<file path="config.mk">
export PLATFORM = sky130hd
export DESIGN_NAME = alu_mul_sequencer_flat
export DESIGN_NICKNAME = d
export VERILOG_FILES = /design/src/rtl/alu_mul_sequencer_if.sv /design/src/rtl/alu_mul_sequencer.sv /design/src/flat_wrapper.sv
export SDC_FILE = /design/constraint.sdc
export NUM_CORES = 1
export LEC_CHECK = 0
export CAP_MARGIN = 20
export CELL_PAD_IN_SITES_DETAIL_PLACEMENT = 0
export CELL_PAD_IN_SITES_GLOBAL_PLACEMENT = 1
export CORE_MARGIN = 3
export CORE_UTILIZATION = 30
export CTS_CLUSTER_DIAMETER = 40
export DETAILED_ROUTE_END_ITERATION = 12
export GPL_TIMING_DRIVEN = 0
export PLACE_DENSITY = 0.68
export SETUP_SLACK_MARGIN = 0.4
export SYNTH_ARGS = -nofsm -noshare
export SYNTH_HDL_FRONTEND = slang
export SYNTH_SLANG_ARGS = --single-unit
</file>
<file path="constraint.sdc">
create_clock -name clk -period 2 [get_ports clk]
set_input_delay 0.4 -clock clk [delete_from_list [all_inputs] [get_ports clk]]
set_output_delay 0.4 -clock clk [all_outputs]
set_load 0.01 [all_outputs]
</file>
<file path="src/rtl/alu_mul_sequencer_if.sv">
// Request/response and shared-ALU signal bundle for alu_mul_sequencer.
// The sequencer connects through the slave modport; the requester/ALU side uses master.
interface alu_mul_sequencer_if #(
  parameter int unsigned WIDTH = 16
);
  logic             start;
  logic             flush;
  logic [WIDTH-1:0] a_in;
  logic [WIDTH-1:0] b_in;
  logic             busy;
  logic             done;
  logic [WIDTH-1:0] product;
  logic             ovf;
  logic [WIDTH-1:0] alu_a;
  logic [WIDTH-1:0] alu_b;
  logic             alu_cin;
  logic [3:0]       alu_op;
  logic [WIDTH-1:0] alu_c;
  logic             alu_cout;

  modport slave (
    input  start, flush, a_in, b_in, alu_c, alu_cout,
    output busy, done, product, ovf, alu_a, alu_b, alu_cin, alu_op
  );

  modport master (
    output start, flush, a_in, b_in, alu_c, alu_cout,
    input  busy, done, product, ovf, alu_a, alu_b, alu_cin, alu_op
  );
endinterface

</file>
<file path="src/rtl/alu_mul_sequencer.sv">
// Shift-and-add 16x16 multiplier (low half) issuing one shared-ALU op per cycle.
// Optional MUL_EARLY_EXIT_EN: stop iterating once the remaining multiplier is zero.
`ifndef OP_ID
`define OP_ID  4'h0
`endif
`ifndef OP_ADD
`define OP_ADD 4'h1
`endif
`ifndef OP_ALS
`define OP_ALS 4'h8
`endif

module alu_mul_sequencer #(
  parameter int unsigned WIDTH = 16,
  parameter int unsigned CNT_W = 5
) (
  input  logic                  clk,
  input  logic                  reset_n,
  alu_mul_sequencer_if.slave    bus
);

  typedef enum logic [2:0] {
    S_IDLE,
    S_CHK,
    S_ADD,
    S_SHL,
    S_DONE
  } state_t;

  state_t             state_q, state_d;
  logic [WIDTH-1:0]   acc_q, acc_d;
  logic [WIDTH-1:0]   m_q, m_d;
  logic [WIDTH-1:0]   q_q, q_d;
  logic [CNT_W-1:0]   cnt_q, cnt_d;
  logic               run_ovf_q, run_ovf_d;
  logic [WIDTH-1:0]   product_q, product_d;
  logic               ovf_q, ovf_d;

  logic [WIDTH-1:0]   alu_a_c;
  logic [WIDTH-1:0]   alu_b_c;
  logic [3:0]         alu_op_c;
  logic               done_c;
  logic               iter_end;

  always_ff @(posedge clk or negedge reset_n) begin
    if (!reset_n) begin
      state_q   <= S_IDLE;
      acc_q     <= '0;
      m_q       <= '0;
      q_q       <= '0;
      cnt_q     <= '0;
      run_ovf_q <= 1'b0;
      product_q <= '0;
      ovf_q     <= 1'b0;
    end else begin
      state_q   <= state_d;
      acc_q     <= acc_d;
      m_q       <= m_d;
      q_q       <= q_d;
      cnt_q     <= cnt_d;
      run_ovf_q <= run_ovf_d;
      product_q <= product_d;
      ovf_q     <= ovf_d;
    end
  end

`ifdef MUL_EARLY_EXIT_EN
  assign iter_end = (cnt_q == CNT_W'(WIDTH)) || (q_q == '0);
`else
  assign iter_end = (cnt_q == CNT_W'(WIDTH));
`endif

  // Overflow accumulates in run_ovf_q so the visible ovf stays paired with product
  // and survives a flush untouched.
  always_comb begin
    state_d   = state_q;
    acc_d     = acc_q;
    m_d       = m_q;
    q_d       = q_q;
    cnt_d     = cnt_q;
    run_ovf_d = run_ovf_q;
    product_d = product_q;
    ovf_d     = ovf_q;
    alu_a_c   = '0;
    alu_b_c   = '0;
    alu_op_c  = `OP_ID;
    done_c    = 1'b0;

    if (bus.flush) begin
      state_d = S_IDLE;
    end else begin
      unique case (state_q)
        S_IDLE: begin
          if (bus.start) begin
            acc_d     = '0;
            m_d       = bus.a_in;
            q_d       = bus.b_in;
            cnt_d     = '0;
            run_ovf_d = 1'b0;
            state_d   = S_CHK;
          end
        end
        S_CHK: begin
          if (iter_end)      state_d = S_DONE;
          else if (q_q[0])   state_d = S_ADD;
          else               state_d = S_SHL;
        end
        S_ADD: begin
          alu_op_c  = `OP_ADD;
          alu_a_c   = acc_q;
          alu_b_c   = m_q;
          acc_d     = bus.alu_c;
          run_ovf_d = run_ovf_q | bus.alu_cout;
          state_d   = S_SHL;
        end
        S_SHL: begin
          alu_op_c  = `OP_ALS;
          alu_a_c   = m_q;
          m_d       = bus.alu_c;
          q_d       = q_q >> 1;
          cnt_d     = cnt_q + CNT_W'(1);
          // A set multiplicand bit lost while multiplier bits remain would land above bit 15.
          run_ovf_d = run_ovf_q | (m_q[WIDTH-1] & ((q_q >> 1) != '0));
          state_d   = S_CHK;
        end
        S_DONE: begin
          product_d = acc_q;
          ovf_d     = run_ovf_q;
          done_c    = 1'b1;
          state_d   = S_IDLE;
        end
        default: state_d = S_IDLE;
      endcase
    end
  end

  assign bus.busy    = (state_q != S_IDLE);
  assign bus.done    = done_c;
  assign bus.product = product_q;
  assign bus.ovf     = ovf_q;
  assign bus.alu_a   = alu_a_c;
  assign bus.alu_b   = alu_b_c;
  assign bus.alu_op  = alu_op_c;
  assign bus.alu_cin = 1'b0;

endmodule

</file>
<file path="src/flat_wrapper.sv">
// flat-port wrapper written by rule: the top's interface ports become plain ports
module alu_mul_sequencer_flat 
#(
  parameter int unsigned WIDTH = 16,
  parameter int unsigned CNT_W = 5
)
  (clk, reset_n, bus_start, bus_flush, bus_a_in, bus_b_in, bus_alu_c, bus_alu_cout, bus_busy, bus_done, bus_product, bus_ovf, bus_alu_a, bus_alu_b, bus_alu_cin, bus_alu_op);
  alu_mul_sequencer_if #(.WIDTH(WIDTH)) bus_i ();
  input  logic clk;
  input  logic reset_n;
  input wire logic [$bits(bus_i.start)-1:0] bus_start;
  input wire logic [$bits(bus_i.flush)-1:0] bus_flush;
  input wire logic [$bits(bus_i.a_in)-1:0] bus_a_in;
  input wire logic [$bits(bus_i.b_in)-1:0] bus_b_in;
  input wire logic [$bits(bus_i.alu_c)-1:0] bus_alu_c;
  input wire logic [$bits(bus_i.alu_cout)-1:0] bus_alu_cout;
  output wire logic [$bits(bus_i.busy)-1:0] bus_busy;
  output wire logic [$bits(bus_i.done)-1:0] bus_done;
  output wire logic [$bits(bus_i.product)-1:0] bus_product;
  output wire logic [$bits(bus_i.ovf)-1:0] bus_ovf;
  output wire logic [$bits(bus_i.alu_a)-1:0] bus_alu_a;
  output wire logic [$bits(bus_i.alu_b)-1:0] bus_alu_b;
  output wire logic [$bits(bus_i.alu_cin)-1:0] bus_alu_cin;
  output wire logic [$bits(bus_i.alu_op)-1:0] bus_alu_op;
  assign bus_i.start = bus_start;
  assign bus_i.flush = bus_flush;
  assign bus_i.a_in = bus_a_in;
  assign bus_i.b_in = bus_b_in;
  assign bus_i.alu_c = bus_alu_c;
  assign bus_i.alu_cout = bus_alu_cout;
  assign bus_busy = bus_i.busy;
  assign bus_done = bus_i.done;
  assign bus_product = bus_i.product;
  assign bus_ovf = bus_i.ovf;
  assign bus_alu_a = bus_i.alu_a;
  assign bus_alu_b = bus_i.alu_b;
  assign bus_alu_cin = bus_i.alu_cin;
  assign bus_alu_op = bus_i.alu_op;
  alu_mul_sequencer #(.WIDTH(WIDTH), .CNT_W(CNT_W)) u_core (.clk(clk), .reset_n(reset_n), .bus(bus_i));
endmodule
</file>
Yosys cells after proc, flatten, opt, wreduce, memory -nomap -nowiden
Cells that the tools add are included.
W data, S select, Z words.

storage, ports and cells
  bits in registers = 74
  latch bits = 0
  RAM bits = 0
  bits in read-only memories = 0
  logic and storage cells = 53
  memories = 0

cells by class
  add/sub/neg operators = 1
  $mul = 0
  divide/modulo/power cells = 0
  order comparisons = 0
  equal/unequal tests = 7
  shift operators = 0
  muxes and demuxes = 23
  bitwise gates (word level) = 4
  reductions and logical operators = 10

operators by type and width
  operator               number
  $pmux W16 S2           4
  $mux W16               6
  $reduce_bool A16 Y1    1
  $pmux W3 S4            1
  $pmux W5 S2            1
  $mux W3                3
  $reduce_and A3 Y1      3
  $pmux W4 S2            1
  $eq A3 B2 Y1 const B   2
  $reduce_bool A3 Y1     2
  $add A5 B1 Y5 const B  1
  $eq A5 B5 Y1 const B   1
  $mux W5                1
  $mux W1                4
  $mux W4                1
  $reduce_bool A2 Y1     2
  $eq A3 B1 Y1 const B   1
  $eq A3 B3 Y1 const B   1
  $logic_not A3 Y1       1
  $ne A3 B3 Y1 const B   1
  $pmux W1 S3            1
  $ne A2 B2 Y1 const B   1
  $or A1 B1 Y1           2
  $reduce_and A2 Y1      1
  other kinds (2)        2

Longest topological paths before layout
Gate-level depths: netlist of run 1.

  word-level depth = 4
  mapped depth = 6

Least setup slack after synthesis of run 1
Ideal clock, no wire load.

  path type = input to output
  start point = input bus_flush
  end point = output bus_alu_a[0]
  arrival = 1587 ps
  slack = 13 ps
  cell stages on the path = 4
  buffers on the path = 2
  cells stage by stage = buf_2 nor4b_1 clkbuf_1 a22o_1

on the way
  longest elaborated chain between the ends = 1

ends and longest elaborated chain
  item             line                     RTL
  start, declared  flat_wrapper.sv:12       input wire logic [$bits(bus_i.flush)-1:0] bus_flush;
  $mux W16         alu_mul_sequencer.sv:89  if (bus.flush) begin
  end, declared    flat_wrapper.sv:21       output wire logic [$bits(bus_i.alu_a)-1:0] bus_alu_a;

No other way between the ends.

Worst setup path in the final report of run 1
  start point = register u_core.state_q[2]
  end point = output bus_alu_a[2]

on the way
  longest elaborated chain between the ends = 3
  elaborated cells between the ends (all ways) = 4

ends and longest elaborated chain
  item                    line                     RTL
  start, declared         alu_mul_sequencer.sv:30  state_t state_q, state_d;
  start signal, assigned  alu_mul_sequencer.sv:56  state_q <= state_d;
  $eq A3 B2 Y1            alu_mul_sequencer.sv:92  unique case (state_q)
  $pmux W16 S2 (*)        alu_mul_sequencer.sv:92
  $mux W16 (*)            alu_mul_sequencer.sv:89

Every way passes the cells marked *; elsewhere a longest branch is shown, timed or not.

==> qor.csv, run 1 <==
stage;metric;value;unit
logic_synthesis;Seq cells post-synth;74;
sta;setup ws final;-0.175;ns
finish;nets@finish;495;
sta;Setup TNS;-5.36;ns
routing;final WL;10900;um
routing;Detailed Route Iter0 Violations;138;
logic_synthesis;Mapped Cells;279;
routing;drt pass-1 iters;4;
finish;most frequent cells in the layout;dfrtp_1 (73), mux2_2 (61), clkdlybuf4s50_1 (49);
floorplanning;die height;116;um
logic_synthesis;Synth Flop Type;dfrtp_1;
finish;Area Overhead vs Synth;61.6;%
worst_setup_path;Crit Path Class;flip-flop to output port;
logic_synthesis;Yosys Warn Count;0;
logic_synthesis;synth unique cells;34;
logic_synthesis;Avg Cell Area, Syn;13.1;um^2
routing;via count;2867;
sta;Period minus WS final;2.18;ns
grt;first-pass GRT wire length;16700;um
grt;Overflow after GRT;0;
worst_setup_path;CP max FO;5;
clocking;Root Driver;clkbuf_16;
sta;top achievable clock speed;0.460;GHz
placed_design;hpwl dp;7210;um
finish;Layout Cell Area excl Fill;5890;um^2
finish;commonest non-fill, non-tap cell in the layout;dfrtp_1;
clocking;Num CTS Buffers;9;
grt;initial antenna violation count;0;
sta;final setup fails;62;
routing;Routed wire per std cell;18.5;um
clocking;CTS H-tree depth;3;
placed_design;Post-DP Area;5010;um^2
clocking;CTS max path bufs;2;
worst_setup_path;CP Data Arrival Time;1.78;ns
floorplanning;die area;13500;um^2
grt;vias in the first global route;3063;
worst_setup_path;CP required;1.60;ns
logic_synthesis;most area-consuming cells after synthesis;dfrtp_1 (51%), mux2_2 (24%), a22o_1 (7.5%), and2_1 (2.7%), a21oi_1 (0.96%);
clocking;clk slew on worst S/H paths;0.06;ns
logic_synthesis;sequential area share after synthesis;0.508;
floorplanning;core area;11700;um^2
routing;# DRC;0;
status;status;finished with violations;
clocking;CTS tree;done;
routing;Final ANT Viol Nets;0;
logic_synthesis;share of the synthesized area in the top cell type;0.508;
pwr;Pwr Density;794;nW/um^2
run;# Max-Cap Violations;0;
clocking;CTS Sinks;74;
placed_design;PortBufs;104;
hold_path;Hold/Removal Path Class;input pin to flip-flop;
sta;hold slack;0.408;ns
pwr;Leakage;2.73;nW
placed_design;routability congestion estimate;0.752;
worst_setup_path;Crit. End Element;output port;
sta;RSZ-0062 raised after global routing;yes;
grt;largest net degree at the start of global routing;53;
sta;final hold violations;0;
floorplanning;io pins;109;
logic_synthesis;Post-Syn Area;3640;um^2
sta;Final Cycle Share;1.09;
logic_synthesis;Async SR Flop Fraction;1.00;
finish;Non-Filler Instances;588;
sta;clock skew;0.00779;ns
placed_design;placed insts;529;
logic_synthesis;Post-synth EDFFs;0;
pwr;Peak VDD IR;0.410;mV
clocking;clock latency at the later pin of the worst-skew pair;0.33;ns
sta;Max Slew Vio Count;0;
status;failing checks;setup timing;
routing;Via density;4.88;
pwr;Tot Pwr;4.68;mW
floorplanning;Site Rows;39;
grt;GRT Overall Usage;0.161;
logic_synthesis;cell taking the most area after synthesis;dfrtp_1;
floorplanning;Initial Util;0.312;
finish;share of cells above drive strength 1;0.497;
finish;Ant. Diodes;0;
worst_setup_path;startpoint type of the worst setup path;flip-flop;
floorplanning;Die X;116;um
## state kept, by name (all words and copies together) (netlist names)
register / count
u_core.acc_q: 16
u_core.bus.product: 16
u_core.m_q: 16
u_core.q_q: 16
u_core.cnt_q: 5
u_core.state_q: 3
u_core.bus.ovf: 1
u_core.run_ovf_q: 1
## critical path: stages, from the launching register on
cell and delay [ns]:
dfrtp_2 0.45, nor4b_4 0.31, buf_4 0.17, buf_6 0.12, clkbuf_16 0.14, a22o_1 0.13
buf_2 0.13
## metal layers
layer | share of wire | wire length [um] | global-route usage
met5 | 0 | 0 | 0
met4 | 0.0089 | 97 | 0.0394
met3 | 0.067 | 725 | 0.0404
met2 | 0.45 | 4920 | 0.258
met1 | 0.47 | 5150 | 0.218
## through the flow
step | util | setup slack, ns
final | 0.505 | -0.175
after global routing | 0.505 | -0.259
after CTS | 0.494 | -0.148
after detailed placement | 0.430 | -0.628
after global placement | 0.428 | -2.20
after floorplan | - | 0.134
## Yosys cell counts, types with 3 or more instances
| cell type | instances |
|---|---|
| buf_6 | 3 |
| o21ai_0 | 5 |
| nand2_1 | 6 |
| mux2i_1 | 3 |
| inv_1 | 4 |
| buf_4 | 4 |
| a22o_1 | 31 |
| clkbuf_1 | 9 |
| a21oi_1 | 7 |
| dfrtp_1 | 74 |
| mux2_2 | 79 |
| nor4_1 | 4 |
| and2_1 | 16 |
| buf_2 | 6 |
| o21bai_1 | 4 |
## cell families after synthesis
kind of cell,after synthesis,share of synthesized area
AO/OA/AOI/OAI,50,0.108
other,1,0.00103
AND/OR/NAND/NOR,44,0.0845
adder cells (fa/ha/maj),2,0.00687
flip-flops,74,0.508
buffers and inverters,26,0.0391
multiplexers,82,0.252
## cell type report
| class | count | area [um^2] |
|---|---|---|
| Fill cell | 1064 | 5780 |
| Buffer | 22 | 278 |
| Inverter | 4 | 15.0 |
| Clock buffer | 9 | 225 |
| Multi-Input combinational cell | 181 | 1810 |
| Tap cell | 143 | 179 |
| Sequential cell | 74 | 1850 |
| Timing Repair Buffer | 148 | 1480 |
| Clock inverter | 7 | 43.8 |
## power breakdown
part / internal, mW / total, mW / switching [mW]
sequential: 1.82 / 2.08 / 0.256
clock: 0.834 / 1.47 / 0.639
combinational: 0.718 / 1.13 / 0.408
## timing repair
item | CTS | global route
setup buffers | 29 | 7
cloned | 5 | 1
resized for setup | 221 | 36
hold buffers | 1 | 0
pin swaps | 31 | 3
hold endpoints to repair | 22 | 0
endpoints found under the setup margin | 117 | 107
## final timing paths
kind                                                         from                           endpoint  slack (ns)  cells after the start
worst max-delay path                u_core.state_q[2]$_DFFE_PN0P_                       bus_alu_a[2]       -0.18                      6
worst min-delay path                                    bus_flush      u_core.state_q[1]$_DFFE_PN0P_        0.41                      3
worst max register to register      u_core.state_q[2]$_DFFE_PN0P_          u_core.q_q[8]$_DFFE_PN0P_       -0.14                      6
worst min register to register  u_core.bus.product[0]$_DFFE_PN0P_  u_core.bus.product[0]$_DFFE_PN0P_        0.50                      1
max in group asynchronous                                 reset_n      u_core.state_q[2]$_DFFE_PN0P_        0.89                      3
min in group asynchronous                                 reset_n          u_core.m_q[6]$_DFFE_PN0P_        0.52                      2
No activity file was read; power rests on OpenSTA's default activity.
==> inputs of run 2 (changes only) <==
--- a/config.mk
+++ b/config.mk
@@ -11,6 +11,7 @@
 export CORE_MARGIN = 3
 export CORE_UTILIZATION = 30
 export CTS_CLUSTER_DIAMETER = 40
+export CTS_CLUSTER_SIZE = 12
 export DETAILED_ROUTE_END_ITERATION = 12
 export GPL_TIMING_DRIVEN = 0
 export PLACE_DENSITY = 0.68
==> results of run 2 <==
Same layout as run 1: the final DEF is identical, and so are final timing and power.
==> inputs of run 3 (changes only) <==
--- a/config.mk
+++ b/config.mk
@@ -11,7 +11,7 @@
 export CORE_MARGIN = 3
 export CORE_UTILIZATION = 30
 export CTS_CLUSTER_DIAMETER = 40
-export CTS_CLUSTER_SIZE = 12
+export CTS_CLUSTER_SIZE = 10
 export DETAILED_ROUTE_END_ITERATION = 12
 export GPL_TIMING_DRIVEN = 0
 export PLACE_DENSITY = 0.68
==> results of run 3 <==
Same layout as run 1: the final DEF is identical, and so are final timing and power.
